$ cat src/rtl/clk_div_pkg.sv
// Shared definitions for the divider ratio controller: FSM state codes,
// default divider parameters and a small sizing helper.
package clk_div_pkg;

    // FSM state codes (2-bit encoding)
    localparam logic [1:0] ST_IDLE   = 2'd0;
    localparam logic [1:0] ST_DRAIN  = 2'd1;
    localparam logic [1:0] ST_HOLD   = 2'd2;
    localparam logic [1:0] ST_SETTLE = 2'd3;

    // Default configuration of the divider controller
    localparam int WIDTH_DEF         = 4;
    localparam int N_DEFAULT_DEF     = 3;
    localparam int N_MIN_DEF         = 2;
    localparam int SETTLE_CYCLES_DEF = 2;

    // Larger of two integers, used to size the shared down-counter
    function automatic int max_int(input int a, input int b);
        return (a > b) ? a : b;
    endfunction

endpackage

$ cat src/rtl/clk_div_wdog.sv
// Loadable down-counter with a zero flag. The controller uses it both as the
// DRAIN watchdog and as the SETTLE cycle counter. The count stops at zero so
// it never wraps.
module clk_div_wdog #(
    parameter int CW = 5
) (
    input  logic          clk,
    input  logic          reset,
    input  logic          load,
    input  logic [CW-1:0] load_val,
    input  logic          dec,
    output logic          cnt_zero
);

    logic [CW-1:0] cnt_q;
    logic [CW-1:0] cnt_d;

    // Next count: a load wins over a decrement; the count holds at zero
    always_comb begin
        cnt_d = cnt_q;
        if (load) begin
            cnt_d = load_val;
        end else if (dec && (cnt_q != {CW{1'b0}})) begin
            cnt_d = cnt_q - {{(CW-1){1'b0}}, 1'b1};
        end else begin
            cnt_d = cnt_q;
        end
    end

    // Count register
    always_ff @(posedge clk) begin
        if (reset) begin
            cnt_q <= {CW{1'b0}};
        end else begin
            cnt_q <= cnt_d;
        end
    end

    assign cnt_zero = (cnt_q == {CW{1'b0}});

endmodule

$ cat src/rtl/clk_div_ratio_ctrl.sv
// Run-time divisor controller for the core clock divider. It accepts a new
// divisor and waits for a divider period boundary. It then gates the divided
// clock, holds the divider in reset for one cycle while loading the new N, and
// lets the divider settle before ungating.
// Optional feature: define CLK_DIV_CTRL_STATS_EN to add the change_cnt and
// wdog_hit status outputs.
module clk_div_ratio_ctrl
    import clk_div_pkg::*;
#(
    parameter int WIDTH         = WIDTH_DEF,
    parameter int N_DEFAULT     = N_DEFAULT_DEF,
    parameter int N_MIN         = N_MIN_DEF,
    parameter int SETTLE_CYCLES = SETTLE_CYCLES_DEF
) (
    input  logic             clk,
    input  logic             reset,
    input  logic             req_valid,
    input  logic [WIDTH-1:0] req_n,
    output logic             req_ready,
    output logic             req_err,
    input  logic             div_wrap,
    output logic [WIDTH-1:0] div_n,
    output logic             div_reset,
    output logic             clk_gate_en,
    output logic             busy
`ifdef CLK_DIV_CTRL_STATS_EN
    ,
    output logic [15:0]      change_cnt,
    output logic             wdog_hit
`endif
);

    localparam int WD_W  = $clog2((2**WIDTH) + 1);
    localparam int ST_W  = $clog2(SETTLE_CYCLES + 1);
    localparam int CNT_W = max_int(WD_W, ST_W);

    // The DRAIN watchdog gives 2^WIDTH cycles (counts 2^WIDTH-1 down to 0)
    localparam logic [CNT_W-1:0] WDOG_LOAD   = CNT_W'((2**WIDTH) - 1);
    localparam logic [CNT_W-1:0] SETTLE_LOAD = CNT_W'(SETTLE_CYCLES - 1);
    localparam logic [WIDTH-1:0] N_DEF_V     = WIDTH'(N_DEFAULT);
    localparam logic [WIDTH-1:0] N_MIN_V     = WIDTH'(N_MIN);

    logic [1:0]       state_q,       state_d;
    logic [WIDTH-1:0] pending_q,     pending_d;
    logic [WIDTH-1:0] div_n_q,       div_n_d;
    logic             div_reset_q,   div_reset_d;
    logic             clk_gate_en_q, clk_gate_en_d;
    logic             req_ready_q,   req_ready_d;
    logic             req_err_q,     req_err_d;
    logic             busy_q,        busy_d;

    logic             accept_s;
    logic             change_s;
    logic             cnt_load_s;
    logic [CNT_W-1:0] cnt_load_val_s;
    logic             cnt_dec_s;
    logic             cnt_zero_s;

    clk_div_wdog #(
        .CW (CNT_W)
    ) u_wdog (
        .clk      (clk),
        .reset    (reset),
        .load     (cnt_load_s),
        .load_val (cnt_load_val_s),
        .dec      (cnt_dec_s),
        .cnt_zero (cnt_zero_s)
    );

    // FSM next-state, pending divisor, error pulse and counter control
    always_comb begin
        accept_s       = req_valid & req_ready_q;
        state_d        = state_q;
        pending_d      = pending_q;
        req_err_d      = 1'b0;
        change_s       = 1'b0;
        cnt_load_s     = 1'b0;
        cnt_load_val_s = {CNT_W{1'b0}};
        cnt_dec_s      = 1'b0;
        case (state_q)
            ST_IDLE: begin
                if (accept_s) begin
                    if (req_n < N_MIN_V) begin
                        req_err_d = 1'b1;
                    end else if (req_n == div_n_q) begin
                        // Same divisor: nothing to change, keep running ungated
                        state_d = ST_IDLE;
                    end else begin
                        pending_d      = req_n;
                        state_d        = ST_DRAIN;
                        cnt_load_s     = 1'b1;
                        cnt_load_val_s = WDOG_LOAD;
                    end
                end else begin
                    state_d = ST_IDLE;
                end
            end
            ST_DRAIN: begin
                if (div_wrap) begin
                    state_d  = ST_HOLD;
                    change_s = 1'b1;
                end else if (cnt_zero_s) begin
                    // Divider never reported a boundary: switch anyway
                    state_d  = ST_HOLD;
                    change_s = 1'b1;
                end else begin
                    cnt_dec_s = 1'b1;
                end
            end
            ST_HOLD: begin
                state_d        = ST_SETTLE;
                cnt_load_s     = 1'b1;
                cnt_load_val_s = SETTLE_LOAD;
            end
            ST_SETTLE: begin
                if (cnt_zero_s) begin
                    state_d = ST_IDLE;
                end else begin
                    cnt_dec_s = 1'b1;
                end
            end
            default: begin
                state_d = ST_HOLD;
            end
        endcase
    end

    // Output decode from the next state so every output leaves a flop.
    // The gate stays open through DRAIN and closes together with HOLD entry.
    always_comb begin
        div_n_d       = change_s ? pending_q : div_n_q;
        div_reset_d   = (state_d == ST_HOLD);
        clk_gate_en_d = (state_d == ST_IDLE) || (state_d == ST_DRAIN);
        req_ready_d   = (state_d == ST_IDLE);
        busy_d        = (state_d != ST_IDLE);
    end

    // Controller state and registered outputs
    always_ff @(posedge clk) begin
        if (reset) begin
            state_q       <= ST_HOLD;
            pending_q     <= N_DEF_V;
            div_n_q       <= N_DEF_V;
            div_reset_q   <= 1'b1;
            clk_gate_en_q <= 1'b0;
            req_ready_q   <= 1'b0;
            req_err_q     <= 1'b0;
            busy_q        <= 1'b1;
        end else begin
            state_q       <= state_d;
            pending_q     <= pending_d;
            div_n_q       <= div_n_d;
            div_reset_q   <= div_reset_d;
            clk_gate_en_q <= clk_gate_en_d;
            req_ready_q   <= req_ready_d;
            req_err_q     <= req_err_d;
            busy_q        <= busy_d;
        end
    end

    assign req_ready   = req_ready_q;
    assign req_err     = req_err_q;
    assign div_n       = div_n_q;
    assign div_reset   = div_reset_q;
    assign clk_gate_en = clk_gate_en_q;
    assign busy        = busy_q;

`ifdef CLK_DIV_CTRL_STATS_EN
    logic [15:0] change_cnt_q, change_cnt_d;
    logic        wdog_hit_q,   wdog_hit_d;
    logic        wdog_exp_s;

    // Saturating count of request-driven divisor changes; sticky watchdog flag
    always_comb begin
        wdog_exp_s   = (state_q == ST_DRAIN) && !div_wrap && cnt_zero_s;
        change_cnt_d = change_cnt_q;
        if (change_s && (change_cnt_q != 16'hFFFF)) begin
            change_cnt_d = change_cnt_q + 16'd1;
        end else begin
            change_cnt_d = change_cnt_q;
        end
        wdog_hit_d = wdog_hit_q | wdog_exp_s;
    end

    // Statistics registers
    always_ff @(posedge clk) begin
        if (reset) begin
            change_cnt_q <= 16'd0;
            wdog_hit_q   <= 1'b0;
        end else begin
            change_cnt_q <= change_cnt_d;
            wdog_hit_q   <= wdog_hit_d;
        end
    end

    assign change_cnt = change_cnt_q;
    assign wdog_hit   = wdog_hit_q;
`endif

endmodule

$ cat config.mk
export PLATFORM = sky130hd
export DESIGN_NAME = clk_div_ratio_ctrl
export DESIGN_NICKNAME = d
export VERILOG_FILES = /design/src/rtl/clk_div_pkg.sv /design/src/rtl/clk_div_wdog.sv /design/src/rtl/clk_div_ratio_ctrl.sv
export SDC_FILE = /design/constraint.sdc
export NUM_CORES = 1
export LEC_CHECK = 0
export ABC_AREA = 1
export CORE_MARGIN = 2
export CORE_UTILIZATION = 51
export CTS_CLUSTER_SIZE = 40
export DETAILED_ROUTE_END_ITERATION = 8
export PLACE_DENSITY = 0.77
export SYNTH_ARGS = -nofsm -noshare
export SYNTH_HDL_FRONTEND = slang
export SYNTH_HIERARCHICAL = 1
export SYNTH_SLANG_ARGS = --single-unit
export TNS_END_PERCENT = 30
$ cat constraint.sdc
create_clock -name clk -period 2.2 [get_ports clk]
set_clock_uncertainty 0.05 [all_clocks]
set_input_delay 0.55 -clock clk [delete_from_list [all_inputs] [get_ports clk]]
set_output_delay 0.55 -clock clk [all_outputs]
set_load 0.05 [all_outputs]
==> impl_results.md, run 1 <==
* CP delay by family, top: buffers and inverters
* CP arrival at about 1.5 ns
* Post-synthesis mux area share at 0%
* CTS resizes at 0
* Die H at about 50 µm
* HP Start: pending_q[1]
* Crit path max-delay cell type: clkdlybuf4s50_1
* Clock Power Share at between 10% and 20%
* Final Total Pwr at between 1.5 and 2 mW
* Post-route minimum period at around 2.1 ns
* Post-CTS Repair Setup Buffers at 0
* Clk root buf: clkbuf_4
* Crit Path Category: flop to output pin
* CTS tree: done
* RSZ-0062 raised after global routing: no
* Count of final max-slew check failures at 0
* Routed WL at 1.91 mm
* Worst VDD drop at ~0.73 mV
* Outcome: finished, final reports clean
* Synth Area in Adders at 1.24%
* Routed WL per cell at approximately 9.6 µm
* Largest net degree at the start of global routing at 13
* Worst stage delay on the critical path at around 0.83 ns
* Pwr Density at 1220 nW/µm²
* Total number of vias at about 900
* Routability Congestion at 0.863
* Worst path required time at ~1.6 ns
* Maximum clock rate at 477 MHz
* #FFs+latches synth at 20
* Core Rows at 16
* Top cells by area, synth: dfxtp_1 40%, nand2_1 13%, nor2_1 8.9%, inv_1 6.7%, nand3_1 5.9%
* Worst-path clk slew at between 0.1 and 0.15 ns
* Sw power at 0.673 mW
* Max cap viols at 0
* Die width at just under 50 µm
* Initial antenna violation count at 0
* Synth Flop Type: dfxtp_1
* Fill cells at 176
* Synth Area in XOR/XNOR at 0%
* Compound-Gate Fraction of Synth Area at under 10%
* CTS sink cnt at 20
* Core area at around 1900 µm²
* Clk buf depth at 2
* Flop pwr share at 32.5%
* Internal at around 0.89 mW
* Number of global-route vias before repair at slightly below 900
* Synth warn at 6
* Critical path endpoint category: output pin
* Synth cell count leaders: 34 x nand2_1, 24 x nor2_1, 20 x dfxtp_1, 18 x inv_1, 12 x nand3_1
* Setup-failing EPs final at 0
* Most common cell in the netlist: nand2_1
* Grt ovf at 0
* Mapped Nets at between 150 and 200
* CTS Buf Count at 3
* Initial Utilization at 52.7%
* First-pass GRT wire length at about 3.6 mm
* Final Hold Viols at 0
* PnR worst setup slack at about 0.10 ns
* Die footprint at about 2400 µm²
* Worst-path fanout max at 3
* Mean post-synth cell area at between 6 and 7 µm²
* H-tree Lvls at 1
* Period utilization at 95.3%
* DR iter-0 viols at 28
* Reg-to-reg startpoint: u_wdog/cnt_q[0]
* Sequential-to-total area share from yosys stat at about two fifths
* Slew at the pin closest to its max-slew limit at 0.513 ns
* Overall routing resource usage at a little under a fifth
* Worst Path Buf+Inv at 1
* Simple logic cell fraction of the synthesized area at 40.8%
* NumNets Final at roughly 180
* Residual DRC at 0
* I/O pin total at 17
* Routed Antenna Nets at 0
* Lkg Pwr at between 0.6 and 0.7 nW
* Cell Chain, Critical Path: clkdlybuf4s50_1
* Number of antenna diodes at 0
* Number of synthesized flops with an enable pin at 0
* Port Buf Inserts at 16
* Fraction of registers with async set/reset at 0%
* Switching portion of total power at a little over two fifths
* Largest family of logic cells by synthesized area: simple AND/OR/NAND/NOR gates
* Worst-Skew Late Latency at roughly 0.30 ns
* Top cell type's share of synthesized area at about two fifths
* Ratio of cells with drive above 1 in the final layout at approximately 17%
* Setup crit start kind: flop
* Initial DRT Pass Iterations at 4
* Post-synthesis cell area at roughly 1000 µm²
* Minimum hold slack at about 0.43 ns
* Synth Instances at between 100 and 150
* Synth area leader: dfxtp_1
* DR vias/cell at approximately 4.6
* Hold Buf Count CTS at 0
* Post-synthesis cell type count at 22
* Relative slew slack at between 60% and 70%
* HPWL after DPL at 1.47 mm
* Setup TNS at 0 ns
* Pre-CTS setup slack at -0.111 ns
* Area delta synth->final at 26.9%
* Critical path origin: div_n[0]
* Hold Path Class: flop to flop
* Final core utilization at approximately two thirds
* Combinational Power Share at 48.1%
-- state kept, by name, summed over array words and instances (netlist names) --
register      count
req_err           1
clk_gate_en       1
pending_q         4
req_ready         1
div_n             4
busy              1
state_q           2
div_reset         1
u_wdog/cnt_q      5
-- final cells by class --
class | count | area [µm²] | share of cell area (%)
multi-input cells | 103 | 510 | 39.7
flip-flops and latches | 20 | 400 | 31.2
repair buffers | 21 | 198 | 15.4
inverters | 24 | 90.1 | 7.01
well taps | 27 | 33.8 | 2.63
clock inverters | 1 | 30.0 | 2.34
clock buffers | 3 | 22.5 | 1.75
-- power groups by stage --
stage,clock network (mW),registers [mW],logic (mW)
final,0.303,0.508,0.752
after global routing,0.329,0.518,0.858
after CTS,0.309,0.508,0.750
after detailed placement,0,0.517,0.748
after global placement,0,0.514,0.734
after floorplan,0,0.602,0.514
-- through the flow --
step / area, µm² / instances
final: 1280 / 199
after global placement: 1230 / 195
after CTS: 1280 / 199
after floorplan: 1010 / 149
after detailed placement: 1230 / 195
after global routing: 1280 / 199
-- worst register-to-register path: cells and delay by family (launching register included) --
| kind | cells | cell delay (ns) |
|---|---|---|
| and+or+nand+nor | 3 | 0.48 |
| DFF | 1 | 0.34 |
| buffers and inverters | 3 | 0.33 |
| adders and majority gates | 1 | 0.25 |
| AOI/OAI and AO/OA | 2 | 0.20 |
-- per-layer routing --
metal / track usage [%] / vias to the layer above / wire, µm
li1: - / 505 / -
met1: 24.1 / 389 / 999
met2: 31.7 / 16 / 836
met3: 3.09 / 2 / 57
met4: 7.14 / 0 / 14
met5: 0 / - / 0
-- kinds of logic after synthesis --
logic type	after synthesis
AOI/OAI and AO/OA	15
adders and majority gates	1
buffers and inverters	26
DFF	20
other	1
and+or+nand+nor	86
-- final timing paths --
check	endpoint	slack, ns	cells after the start
worst max register to register	div_n[3]	0.46	9
worst min-delay path	pending_q[1]	0.43	2
worst max-delay path	div_n[0]	0.10	1
worst min register to register	pending_q[1]	0.43	2
-- cells in the final DEF, fill, tap and decap left out, types with 4 or more instances in the layout --
cell type        synthesis  layout
inv_1                   18      18
a21oi_1                  8       8
buf_4                    1       5
nand3_1                 12      12
nor2_1                  24      24
clkdlybuf4s50_1          0      16
nor2_2                   4       4
nand2_1                 34      34
dfxtp_1                 20      20
inv_2                    6       6
Note: power is estimated with default switching activity, not from simulation.
==> inputs of run 2 (changes only) <==
--- a/config.mk
+++ b/config.mk
@@ -6,11 +6,13 @@
 export NUM_CORES = 1
 export LEC_CHECK = 0
 export ABC_AREA = 1
+export CAP_MARGIN = 15
 export CORE_MARGIN = 2
 export CORE_UTILIZATION = 51
 export CTS_CLUSTER_SIZE = 40
 export DETAILED_ROUTE_END_ITERATION = 8
 export PLACE_DENSITY = 0.77
+export SLEW_MARGIN = 15
 export SYNTH_ARGS = -nofsm -noshare
 export SYNTH_HDL_FRONTEND = slang
 export SYNTH_HIERARCHICAL = 1
==> results of run 2 <==
Final layout, timing and power as in run 1 (identical DEF).
